`src/rtl/seg_pkg.sv`:
```
// Shared types and constants for the seven-segment scan driver: state encoding,
// the all-off segment pattern and the hex glyph table (active-high, bit 0 = a).
package seg_pkg;

    typedef enum logic {
        BLANK = 1'b0,
        SHOW  = 1'b1
    } scan_state_t;

    localparam logic [7:0] SEG_OFF = 8'hFF;

    localparam logic [6:0] GLYPH_TABLE [16] = '{
        7'h3F, 7'h06, 7'h5B, 7'h4F,
        7'h66, 7'h6D, 7'h7D, 7'h07,
        7'h7F, 7'h6F, 7'h77, 7'h7C,
        7'h39, 7'h5E, 7'h79, 7'h71
    };

    // The board drives common-anode digits, so the lit pattern is inverted here.
    function automatic logic [7:0] glyph_active_low(input logic [3:0] nibble, input logic dp);
        return ~{dp, GLYPH_TABLE[nibble]};
    endfunction

endpackage

```
`src/rtl/seg_scan_driver_if.sv`:
```
// Display bus between the core's debug path (master) and the scan driver (slave).
interface seg_scan_driver_if #(
    parameter int NUM_DIGITS = 4
);

    logic [4*NUM_DIGITS-1:0] value;
    logic [NUM_DIGITS-1:0]   dp_in;
    logic [NUM_DIGITS-1:0]   digit_en;
    logic                    load;
    logic [7:0]              segs;
    logic [NUM_DIGITS-1:0]   an;
    logic                    frame_done;

    modport master (
        output value, dp_in, digit_en, load,
        input  segs, an, frame_done
    );

    modport slave (
        input  value, dp_in, digit_en, load,
        output segs, an, frame_done
    );

endinterface

```
`src/rtl/seg_glyph_rom.sv`:
```
// Combinational hex nibble + decimal point to active-low segment pattern.
module seg_glyph_rom
    import seg_pkg::*;
(
    input  logic [3:0] nibble,
    input  logic       dp,
    output logic [7:0] seg_n
);

    assign seg_n = glyph_active_low(nibble, dp);

endmodule

```
`src/rtl/seg_scan_driver.sv`:
```
// Time-multiplexed common-anode seven-segment scanner with shadow register and dead time.
// Optional leading-zero blanking is enabled by defining SEG_LEADING_ZERO_BLANK_EN.
module seg_scan_driver
    import seg_pkg::*;
#(
    parameter int NUM_DIGITS   = 4,
    parameter int CLK_DIV      = 50000,
    parameter int BLANK_CYCLES = 2
) (
    input  logic             clk,
    input  logic             rst_n,
    seg_scan_driver_if.slave bus
);

    localparam int CNT_W = $clog2(CLK_DIV);
    localparam int IDX_W = (NUM_DIGITS > 1) ? $clog2(NUM_DIGITS) : 1;

    localparam logic [CNT_W-1:0]      BLANK_LAST = CNT_W'(BLANK_CYCLES - 1);
    localparam logic [CNT_W-1:0]      SLOT_LAST  = CNT_W'(CLK_DIV - 1);
    localparam logic [IDX_W-1:0]      IDX_LAST   = IDX_W'(NUM_DIGITS - 1);
    localparam logic [NUM_DIGITS-1:0] AN_OFF     = '1;

    scan_state_t             state;
    logic [CNT_W-1:0]        cnt;
    logic [IDX_W-1:0]        digit_idx;

    logic [4*NUM_DIGITS-1:0] shadow_val;
    logic [NUM_DIGITS-1:0]   shadow_dp;

    logic [7:0]              segs_q;
    logic [NUM_DIGITS-1:0]   an_q;
    logic                    frame_done_q;

    logic [3:0]              cur_nibble;
    logic                    cur_dp;
    logic                    cur_lit;
    logic [7:0]              cur_segs;
    logic [NUM_DIGITS-1:0]   lz_blank;
    logic [NUM_DIGITS-1:0]   show_mask;
    logic [NUM_DIGITS-1:0]   an_sel;

    // Shadow copy keeps the scan tear-free; only the last load before a slot matters.
    always_ff @(posedge clk or negedge rst_n) begin
        if (!rst_n) begin
            shadow_val <= '0;
            shadow_dp  <= '0;
        end else if (bus.load) begin
            shadow_val <= bus.value;
            shadow_dp  <= bus.dp_in;
        end
    end

`ifdef SEG_LEADING_ZERO_BLANK_EN
    // A digit goes dark when it and every more significant digit are zero without dp.
    always_comb begin : lz_scan
        logic seen;
        seen     = 1'b0;
        lz_blank = '0;
        for (int i = NUM_DIGITS - 1; i > 0; i--) begin
            seen        = seen | (shadow_val[4*i +: 4] != 4'h0) | shadow_dp[i];
            lz_blank[i] = ~seen;
        end
    end
`else
    assign lz_blank = '0;
`endif

    assign show_mask = bus.digit_en & ~lz_blank;
    assign an_sel    = ~(NUM_DIGITS'(1) << digit_idx);

    always_comb begin
        cur_nibble = 4'h0;
        cur_dp     = 1'b0;
        cur_lit    = 1'b0;
        for (int i = 0; i < NUM_DIGITS; i++) begin
            if (digit_idx == IDX_W'(i)) begin
                cur_nibble = shadow_val[4*i +: 4];
                cur_dp     = shadow_dp[i];
                cur_lit    = show_mask[i];
            end
        end
    end

    seg_glyph_rom u_glyph_rom (
        .nibble (cur_nibble),
        .dp     (cur_dp),
        .seg_n  (cur_segs)
    );

    // Outputs change only at slot boundaries, so a digit's pattern is frozen for its SHOW phase.
    always_ff @(posedge clk or negedge rst_n) begin
        if (!rst_n) begin
            state        <= BLANK;
            cnt          <= '0;
            digit_idx    <= '0;
            segs_q       <= SEG_OFF;
            an_q         <= AN_OFF;
            frame_done_q <= 1'b0;
        end else begin
            frame_done_q <= 1'b0;
            case (state)
                BLANK: begin
                    cnt <= cnt + CNT_W'(1);
                    if (cnt == BLANK_LAST) begin
                        state <= SHOW;
                        if (cur_lit) begin
                            segs_q <= cur_segs;
                            an_q   <= an_sel;
                        end else begin
                            segs_q <= SEG_OFF;
                            an_q   <= AN_OFF;
                        end
                    end
                end
                SHOW: begin
                    if (cnt == SLOT_LAST) begin
                        cnt          <= '0;
                        state        <= BLANK;
                        segs_q       <= SEG_OFF;
                        an_q         <= AN_OFF;
                        frame_done_q <= (digit_idx == IDX_LAST);
                        digit_idx    <= (digit_idx == IDX_LAST) ? '0 : digit_idx + IDX_W'(1);
                    end else begin
                        cnt <= cnt + CNT_W'(1);
                    end
                end
                default: begin
                    state <= BLANK;
                end
            endcase
        end
    end

    assign bus.segs       = segs_q;
    assign bus.an         = an_q;
    assign bus.frame_done = frame_done_q;

endmodule

```
`src/flat_wrapper.sv`:
```
// flat-port wrapper written by rule: the top's interface ports become plain ports
module seg_scan_driver_flat import seg_pkg::*;
#(
    parameter int NUM_DIGITS   = 4,
    parameter int CLK_DIV      = 50000,
    parameter int BLANK_CYCLES = 2
)
  (clk, rst_n, bus_value, bus_dp_in, bus_digit_en, bus_load, bus_segs, bus_an, bus_frame_done);
  seg_scan_driver_if #(.NUM_DIGITS(NUM_DIGITS)) bus_i ();
  input  logic clk;
  input  logic rst_n;
  input wire logic [$bits(bus_i.value)-1:0] bus_value;
  input wire logic [$bits(bus_i.dp_in)-1:0] bus_dp_in;
  input wire logic [$bits(bus_i.digit_en)-1:0] bus_digit_en;
  input wire logic [$bits(bus_i.load)-1:0] bus_load;
  output wire logic [$bits(bus_i.segs)-1:0] bus_segs;
  output wire logic [$bits(bus_i.an)-1:0] bus_an;
  output wire logic [$bits(bus_i.frame_done)-1:0] bus_frame_done;
  assign bus_i.value = bus_value;
  assign bus_i.dp_in = bus_dp_in;
  assign bus_i.digit_en = bus_digit_en;
  assign bus_i.load = bus_load;
  assign bus_segs = bus_i.segs;
  assign bus_an = bus_i.an;
  assign bus_frame_done = bus_i.frame_done;
  seg_scan_driver #(.NUM_DIGITS(NUM_DIGITS), .CLK_DIV(CLK_DIV), .BLANK_CYCLES(BLANK_CYCLES)) u_core (.clk(clk), .rst_n(rst_n), .bus(bus_i));
endmodule
```
`config.mk`:
```
export PLATFORM = sky130hd
export DESIGN_NAME = seg_scan_driver_flat
export DESIGN_NICKNAME = d
export VERILOG_FILES = /design/src/rtl/seg_pkg.sv /design/src/rtl/seg_scan_driver_if.sv /design/src/rtl/seg_glyph_rom.sv /design/src/rtl/seg_scan_driver.sv /design/src/flat_wrapper.sv
export SDC_FILE = /design/constraint.sdc
export NUM_CORES = 1
export LEC_CHECK = 0
export CAP_MARGIN = 20
export CORE_MARGIN = 2
export CORE_UTILIZATION = 45
export CTS_BUF_LIST = sky130_fd_sc_hd__clkbuf_8
export DETAILED_ROUTE_END_ITERATION = 10
export PLACE_DENSITY = 0.68
export SLEW_MARGIN = 20
export SYNTH_ARGS = -nofsm -noshare
export SYNTH_HDL_FRONTEND = slang
export SYNTH_SLANG_ARGS = --single-unit
```
`constraint.sdc`:
```
create_clock -name clk -period 2.77 [get_ports clk]
set_input_delay 0.554 -clock clk [delete_from_list [all_inputs] [get_ports clk]]
set_output_delay 0.554 -clock clk [all_outputs]
set_load 0.1 [all_outputs]
```
==> impl_metrics.env <==
export IMPL_overflow=0
export IMPL_syn_to_final_growth_pct=22.5
export IMPL_clock_skew_ns=0.0102
export IMPL_yosysSeqAreaShare=0.496
export IMPL_rsz0062_at_grt="false"
export IMPL_cap_violations=0
export IMPL_fin_crit_sh=0.890
export IMPL_finalCriticalPeriod_ns=2.47
export IMPL_cts_buffers=5
export IMPL_synthFlopType="dfrtp_1"
export IMPL_cpPeakStageDelay_ns=0.39
export IMPL_initial_core_util=0.474
export IMPL_drive_gt1_frac=0.248
export IMPL_ios=40
export IMPL_worstSetupPathType="flop to flop"
export IMPL_postRouteAntennaNets=0
export IMPL_peakVddDrop_mv=0.270
export IMPL_crit_buf_inv=1
export IMPL_grt_max_degree=53
export IMPL_power_leakage_nw=1.36
export IMPL_final_area_mm2=0.00325
export IMPL_final_cell_mix="dfrtp_1, clkdlybuf4s50_1, mux2_2"
export IMPL_fmaxAchievable_ghz=0.405
export IMPL_cts_root_buf="clkbuf_8"
export IMPL_power_density_mw_per_mm2=561
export IMPL_place_congestion=0.772
export IMPL_synth_seq_cells=52
export IMPL_firstDrtPassIters=4
export IMPL_grt_pass1_vias=1760
export IMPL_dieWidth_um=80.8
export IMPL_hold_violations=0
export IMPL_rows=27
export IMPL_antenna_found_initial=0
export IMPL_via_count=1870
export IMPL_numPortBuffers=39
export IMPL_clockBufferDepth=2
export IMPL_drv_slew=0
export IMPL_max_slew_margin=0.569
export IMPL_tns_ns=0
export IMPL_path_max_fanout=11
export IMPL_crit_top_cell="ha_1"
export IMPL_wl_per_cell_um=14.8
export IMPL_post_route_drc_count=0
export IMPL_diodes=0
export IMPL_die_h_um=80.8
export IMPL_outcome="completed"
export IMPL_syn_nets=275
export IMPL_syn_area_mm2=0.00266
export IMPL_htreeDepth=2
export IMPL_slowest_stage="dfrtp_1"
export IMPL_yosysWarnings=0
export IMPL_worstSkewPairLatency_ns=0.31
export IMPL_cts_tree="done"
export IMPL_cp_arrival_ns=2.72
export IMPL_track_usage=0.174
export IMPL_totalWireLength_um=5190
export IMPL_critPathTopFamily="compound AO/OA/AOI/OAI gates"
export IMPL_fp_dieArea_mm2=0.00653
export IMPL_coreArea_mm2=0.00561
export IMPL_clk_pin_slew_ns=0.10
export IMPL_synth_edff_count=0
export IMPL_place_ws_ns=0.185
export IMPL_r2r_cells=9
export IMPL_clkSinkCount=52
export IMPL_cp_depth=9
export IMPL_hpwl_um=3860
export IMPL_setup_slack_ns=0.304
export IMPL_hold_class="input pin to asynchronous set/reset pin"
export IMPL_cp_data_required_time_ns=3.03
export IMPL_async_reset_ff_frac=1.00
export IMPL_fin_nets=316
export IMPL_path_cells="ha_1 -> nand2b_1 -> o22ai_1 -> a31oi_2 -> inv_1 -> ha_1 -> or2_2 -> a22oi_1 -> o22a_1"
export IMPL_startpoint_type="flop"
export IMPL_grt_pass1_wl_um=8600
export IMPL_synth_area_per_cell_um2=11.3
export IMPL_final_common_cell="dfrtp_1"
export IMPL_worst_pin_slew_ns=0.646
export IMPL_drt_initial_drc_count=82
export IMPL_post_drt_via_cell_ratio=5.34
export IMPL_crit_path_end_kind="flop"
export IMPL_place_area_mm2=0.00308
export IMPL_netlist_instances=236
export IMPL_setup_violations=0
export IMPL_yosysUniqueCellTypes=48
export IMPL_post_cts_buffers=0
logic make-up (layout without fill, tap and decap cells):
logic type                 after synthesis  in the layout  share of synthesized area
xor gates and xnor gates                13             13                     0.0429
and+or+nand+nor                         79             79                      0.161
adders and majority gates               12             12                     0.0565
DFF                                     52             52                      0.496
AOI/OAI and AO/OA                       40             40                      0.121
muxes                                   22             22                     0.0923
buffers and inverters                   18             60                     0.0311
path summary, 6_finish.rpt:
check                                                      from                          endpoint  slack, ns
max in group asynchronous                                 rst_n          u_core.cnt[11]$_DFF_PN0_       1.98
worst min register to register         u_core.cnt[11]$_DFF_PN0_          u_core.cnt[11]$_DFF_PN0_       0.50
worst max register to register  u_core.digit_idx[0]$_DFFE_PN0P_    u_core.bus.segs[3]$_DFFE_PN1P_       0.30
worst min-delay path                                      rst_n  u_core.shadow_val[4]$_DFFE_PN0P_       0.35
min in group clk                       u_core.cnt[11]$_DFF_PN0_          u_core.cnt[11]$_DFF_PN0_       0.50
worst max-delay path            u_core.digit_idx[0]$_DFFE_PN0P_    u_core.bus.segs[3]$_DFFE_PN1P_       0.30
layout make-up:
| cell class | instances | area (um^2) |
|---|---|---|
| timing repair buffer | 43 | 383 |
| fill | 499 | 2350 |
| multi-input combinational | 166 | 1270 |
| tap | 72 | 90.1 |
| clock inverter | 3 | 90.1 |
| clock buffer | 5 | 68.8 |
| inverter | 9 | 33.8 |
| sequential | 52 | 1320 |
per-stage QoR:
| step | hold WS [ns] | std cells | utilization | power (mW) |
|---|---|---|---|---|
| after global placement | 0.476 | 342 | 0.549 | 1.14 |
| after floorplan | 0.258 | 236 | - | 1.04 |
| after detailed placement | 0.483 | 342 | 0.549 | 1.14 |
| final | 0.346 | 350 | 0.580 | 1.82 |
| after global routing | 0.398 | 350 | 0.580 | 1.90 |
| after CTS | 0.366 | 350 | 0.578 | 1.85 |
state kept, by name (all words and copies together), names as in the netlist:
signal	cells
u_core.shadow_val	16
u_core.digit_idx	2
u_core.bus.segs	8
u_core.shadow_dp	4
u_core.bus.an	4
u_core.state	1
u_core.cnt	16
u_core.bus.frame_done	1
timing repair:
action                     in CTS  in global routing
setup endpoints to repair       0                  1
hold buffers                    0                  0
resized for setup               0                  3
routing by layer:
layer	up-vias	wire length, um	GRT usage
met5	-	0	0
met4	0	48	0.0458
met3	5	230	0.0378
met2	41	2220	0.242
met1	895	2690	0.271
li1	929	-	-
power by group:
part | switching (mW) | total (mW) | internal, mW
Combinational | 0.172 | 0.287 | 0.116
Clock | 0.250 | 0.702 | 0.451
Sequential | 0.0273 | 0.836 | 0.809
Total | 0.449 | 1.82 | 1.38
synth_stat cells (3+ instances only):
cell,n,share of area
nor3_1,6,0.011
o21ai_0,6,0.011
nor3b_1,4,0.011
inv_1,9,0.013
a21oi_1,5,0.0094
nand3_1,6,0.011
a2bb2oi_1,6,0.020
xor2_1,7,0.023
and3_1,3,0.0071
clkbuf_1,4,0.0057
ha_1,12,0.057
dfrtp_1,40,0.38
nor2_1,19,0.027
buf_2,3,0.0057
nand4_1,4,0.0094
xnor2_1,6,0.020
a31oi_1,6,0.014
dfstp_2,12,0.12
nand2_1,15,0.021
mux2_2,20,0.085
nand3b_1,5,0.014
(Power assumes the default switching activity.)
